### config.mk
export PLATFORM = sky130hd
export DESIGN_NAME = rfile_mp
export DESIGN_NICKNAME = d
export VERILOG_FILES = /design/src/rtl/rfile_pkg.sv /design/src/rtl/rfile_scoreboard.sv /design/src/rtl/rfile_mp.sv
export SDC_FILE = /design/constraint.sdc
export NUM_CORES = 2
export LEC_CHECK = 0
export BUFFER_PORTS_ARGS = -buffer_cell sky130_fd_sc_hd__buf_2
export CORE_MARGIN = 1
export CORE_UTILIZATION = 25
export DETAILED_ROUTE_END_ITERATION = 12
export HOLD_SLACK_MARGIN = 0.05
export PLACE_DENSITY = 0.47
export RECOVER_POWER = 50
export SLEW_MARGIN = 20
export SYNTH_ARGS = -nofsm -noshare
export SYNTH_HDL_FRONTEND = slang
export SYNTH_SLANG_ARGS = --single-unit
### constraint.sdc
create_clock -name CLK -period 65.1 [get_ports CLK]
set_input_delay 6.51 -clock CLK [delete_from_list [all_inputs] [get_ports CLK]]
set_output_delay 6.51 -clock CLK [all_outputs]
set_load 0.02 [all_outputs]
### src/rtl/rfile_pkg.sv
// Shared constants and helpers for the multi-port register file.
package rfile_pkg;

    localparam int unsigned AW_DEF   = 5;
    localparam int unsigned DW_DEF   = 32;
    localparam int unsigned NR_DEF   = 2;
    localparam int unsigned NW_DEF   = 2;
    localparam int unsigned REG_ZERO = 0;

    // Low bit index of port 'port' inside a flattened bus of 'width'-bit lanes.
    function automatic int unsigned slice_lo(input int unsigned port, input int unsigned width);
        return port * width;
    endfunction

endpackage

### src/rtl/rfile_scoreboard.sv
// Busy scoreboard: per-register pending-writeback bits and a registered busy count.
module rfile_scoreboard
    import rfile_pkg::*;
#(
    parameter int unsigned AW = AW_DEF
) (
    input  logic              CLK,
    input  logic              RST,
    input  logic [2**AW-1:0]  clr,
    input  logic              rsv,
    input  logic [AW-1:0]     a_rsv,
    output logic [2**AW-1:0]  busy,
    output logic [AW:0]       nbusy
);

    localparam int unsigned NREG = 2**AW;
    localparam int unsigned CW   = AW + 1;

    logic [NREG-1:0] busy_nxt;

    function automatic logic [CW-1:0] popcount(input logic [NREG-1:0] v);
        logic [CW-1:0] n;
        n = '0;
        for (int unsigned k = 0; k < NREG; k++) begin
            n = n + CW'(v[k]);
        end
        return n;
    endfunction

    // Writeback clears first, then a reserve on the same edge overrides the clear.
    always_comb begin
        busy_nxt = busy & ~clr;
        if (rsv && (a_rsv != AW'(REG_ZERO))) begin
            busy_nxt[a_rsv] = 1'b1;
        end
        busy_nxt[REG_ZERO] = 1'b0;
    end

    always_ff @(posedge CLK or posedge RST) begin
        if (RST) begin
            busy  <= '0;
            nbusy <= '0;
        end else begin
            busy  <= busy_nxt;
            nbusy <= popcount(busy_nxt);
        end
    end

endmodule

### src/rtl/rfile_mp.sv
// Multi-port register file with busy scoreboard; r0 is hardwired to zero.
// Define RFILE_BYPASS_EN to forward same-cycle writes to the read ports.
module rfile_mp
    import rfile_pkg::*;
#(
    parameter int unsigned AW = AW_DEF,
    parameter int unsigned DW = DW_DEF,
    parameter int unsigned NR = NR_DEF,
    parameter int unsigned NW = NW_DEF
) (
    input  logic               CLK,
    input  logic               RST,
    input  logic [NR*AW-1:0]   A_R,
    output logic [NR*DW-1:0]   RD,
    output logic [NR-1:0]      BUSY,
    input  logic [NW-1:0]      WE,
    input  logic [NW*AW-1:0]   A_W,
    input  logic [NW*DW-1:0]   WD,
    input  logic               RSV,
    input  logic [AW-1:0]      A_RSV,
    output logic [AW:0]        NBUSY
);

    localparam int unsigned NREG = 2**AW;

    logic [DW-1:0]   regs [NREG];
    logic [NREG-1:0] clr;
    logic [NREG-1:0] busy;
    logic [AW-1:0]   ra;
    logic [AW-1:0]   wa;

    // One-hot busy clears from every accepted write.
    always_comb begin
        clr = '0;
        wa  = '0;
        for (int unsigned j = 0; j < NW; j++) begin
            wa = A_W[slice_lo(j, AW) +: AW];
            if (WE[j] && (wa != AW'(REG_ZERO))) begin
                clr[wa] = 1'b1;
            end
        end
    end

    // Storage; later write ports override earlier ones on address conflict.
    always_ff @(posedge CLK or posedge RST) begin
        if (RST) begin
            for (int unsigned k = 0; k < NREG; k++) begin
                regs[k] <= '0;
            end
        end else begin
            for (int unsigned j = 0; j < NW; j++) begin
                if (WE[j] && (A_W[slice_lo(j, AW) +: AW] != AW'(REG_ZERO))) begin
                    regs[A_W[slice_lo(j, AW) +: AW]] <= WD[slice_lo(j, DW) +: DW];
                end
            end
        end
    end

    rfile_scoreboard #(
        .AW (AW)
    ) u_scoreboard (
        .CLK   (CLK),
        .RST   (RST),
        .clr   (clr),
        .rsv   (RSV),
        .a_rsv (A_RSV),
        .busy  (busy),
        .nbusy (NBUSY)
    );

    // Combinational read ports.
    always_comb begin
        RD   = '0;
        BUSY = '0;
        ra   = '0;
        for (int unsigned i = 0; i < NR; i++) begin
            ra = A_R[slice_lo(i, AW) +: AW];
            if (ra != AW'(REG_ZERO)) begin
                RD[slice_lo(i, DW) +: DW] = regs[ra];
                BUSY[i]                   = busy[ra];
`ifdef RFILE_BYPASS_EN
                for (int unsigned j = 0; j < NW; j++) begin
                    if (WE[j] && (A_W[slice_lo(j, AW) +: AW] == ra)) begin
                        RD[slice_lo(i, DW) +: DW] = WD[slice_lo(j, DW) +: DW];
                        BUSY[i]                   = 1'b0;
                    end
                end
`endif
            end
        end
    end

endmodule

==> metrics <==
syn nets=6,409; filler instances=27,100; post-DP HPWL=201,200 um; wl on met1=128,300 um; Final Hold Viols=0; post-route ant nets=0; top_reg_cell synth=dfrtp_1; CTS Buf Count=119; CP Capture Type=primary output; YS warnings=0; met2 WL=148,300 um; failing checks=capacitance limit, slew limit; worst hold path class=flip-flop to flip-flop; Worst Tran Pin Value=5030 ps; clk_skew=13.98 ps; CTS tree=done; proportion of layout cells with a drive suffix above 1=20.41%; minimum clock period=18,630 ps; Cell variety after synth=56; max_slew headroom=-235.3%; most frequent cells in the layout=1,061 x dfrtp_1, 863 x nor2_1, 721 x mux2i_1; async set-reset flop share out of synthesis=100.0%; PostCTS Resize Cnt=0; IO Port Bufs=165; routed via count=56,450; GPL Wtd Cong=0.8993; register area=26,550 um^2; number of hold buffers added after cts=0; initial antenna violation count=44; FP Rows=188; clk slew on worst S/H paths=60 ps; Mean Syn Cell Area=10.53 um^2; nets=6,078; htree depth=3; worst-path fanout max=46; IO Pins=166; chip height=516.4 um; EDFF count, synth=0; Setup Viol. Count Final=0; residual DRC count=0; R2R depth=17; Worst Path Arrival=12,120 ps; Layout area overhead=11.79%; first drt pass iteration count=6; Seq/Total Area, Yosys=40.13%; first-iteration detailed-routing DRC count=8,141; crit share post-route=28.63%; DR top layer=met5; number of vias per cell=5.887; Clk Latency, worst-skew pair=790 ps; Detailed Route WL=339,300 um; gr ovfl total=0; commonest non-fill, non-tap cell in the layout=dfrtp_1; Multi-input gate area=36,340 um^2; fmax=53.66 MHz; Peak VDD IR=0.05635 mV; crit start category=input port; WS Path Type=input port to primary output; GRT Total Usage=24.89%; pwr dens=34.70 nW/um^2; Req. time, crit path=58,590 ps; Syn Std Cell Area=66,160 um^2; core area=262,700 um^2; number of global-route vias before repair=53,560; Max Slew Vio Count=1,592; Post-CTS Setup Repair Bufs=0; CTS max path bufs=3; die area=266,700 um^2; die width=516.4 um; largest net degree at the start of global routing=157; Setup TNS=0 ps; first-pass GRT wire length=463,800 um; post-synthesis cell count=6,283; status=finished with violations; pre-CTS WS=46,540 ps; RSZ-0062 raised after global routing=false; starting density of the core=25.18%; static leakage=31.87 nW; final setup margin=46,470 ps; met3 wire len=37,510 um; Hold Path Cell Cnt=0; CTS sink cnt=1,061; root buf cell=clkbuf_16; synthesis-stage register bit count=1,061; MaxCap Viol Count=53; routed len/inst=35.38 um
## cell families (layout without fill, tap and decap cells)
| logic type | after synthesis | after routing | share of synthesized area [%] |
|---|---|---|---|
| AO/OA/AOI/OAI | 1501 | 1501 | 14.45 |
| XOR/XNOR | 3 | 3 | 0.03972 |
| adder cells (fa/ha/maj) | 32 | 32 | 0.8662 |
| buffers and inverters | 846 | 618 | 5.386 |
| flip-flops | 1061 | 1061 | 40.13 |
| multiplexers | 1357 | 1357 | 30.07 |
| other | 0 | 19 | 0 |
| AND/OR/NAND/NOR | 1483 | 1483 | 9.046 |
## state kept, by name, indices dropped and copies added, names as in the netlist
name	flops
regs	1024
u_scoreboard.busy	31
u_scoreboard.nbusy	6
## synth_stat cells, types with 3 or more instances
master	n	area, um^2
dfrtp_1	1061	26550
nor2_1	882	3311
mux2i_1	721	7217
a21oi_1	571	2858
clkbuf_1	525	1971
mux4_2	490	11040
nand2_1	448	1682
o21ai_0	357	1787
a221oi_1	212	1857
buf_2	190	950.9
mux2_2	146	1644
a22oi_1	116	870.8
a32oi_1	67	586.8
inv_1	57	214.0
a31oi_1	44	275.3
buf_1	43	161.4
nor2b_1	37	231.5
o221ai_1	33	289.0
a221oi_2	28	420.4
a32o_1	25	250.2
fa_1	23	460.4
and2_1	22	137.6
buf_4	22	165.2
nand3_1	22	110.1
a211oi_1	17	127.6
nor3_1	13	65.06
a22o_1	9	78.83
buf_6	9	101.4
ha_1	9	112.6
nand2b_1	8	50.05
o211ai_1	7	52.55
or2_2	7	43.79
nor2_2	6	37.54
nand3b_1	5	37.54
o22ai_1	5	31.28
a2111oi_0	4	35.03
and2_4	4	35.03
nor2_4	4	45.04
nor3_2	4	40.04
or3_1	4	25.02
and3_1	3	18.77
nor3b_1	3	22.52
xnor2_1	3	26.28
## where the power goes
part / leakage (nW) / switching [mW] / internal (mW) / total (mW)
Clock: 2.13 / 0.323 / 0.446 / 0.769
Combinational: 16.8 / 0.406 / 0.403 / 0.809
Sequential: 13.0 / 0.153 / 0.835 / 0.988
## routing by layer
metal	GRT usage (%)	vias up
met3	7.158	981
li1	-	22550
met1	30.95	28960
met2	37.43	3924
met4	16.51	36
met5	0	-
## worst max-delay path: stages
cell,delay (ps)
buf_8,420
buf_4,770
buf_4,580
buf_4,620
buf_4,750
or4_4,830
o221ai_1,260
a21oi_1,820
buf_2,320
## layout make-up
type                       instances  share of cell area (%)
multi-input combinational       4376                   49.13
sequential                      1061                   35.90
tap                             3515                   5.947
clock buffer                     163                   4.602
timing repair buffer             337                   2.800
clock inverter                    61                   1.262
inverter                          57                  0.2910
antenna                           19                 0.06429
## stage by stage
stage                     area, um^2  power (mW)  std cells  hold WS [ps]  util, %
after floorplan                66160       1.538       6283         441.3        -
after global placement         69920       1.781       9340         379.5    26.61
after detailed placement       69970       1.799       9345         383.3    26.63
after CTS                      74310       2.568       9569         396.9    28.28
after global routing           73920       2.692       9576         409.8    28.13
final                          73960       2.566       9589         398.7    28.15
## worst paths after layout
kind                                       from  slack, ps                     to
max                                      A_R[6]      46470                 RD[46]
min                                  regs[1023]        400             regs[1023]
max reg2reg                u_scoreboard.busy[1]      59950  u_scoreboard.nbusy[4]
min reg2reg                          regs[1023]        400             regs[1023]
max in group asynchronous                   RST      48480              regs[700]
min in group asynchronous                   RST       7190              regs[228]
Note: power is estimated with default switching activity, not from simulation.
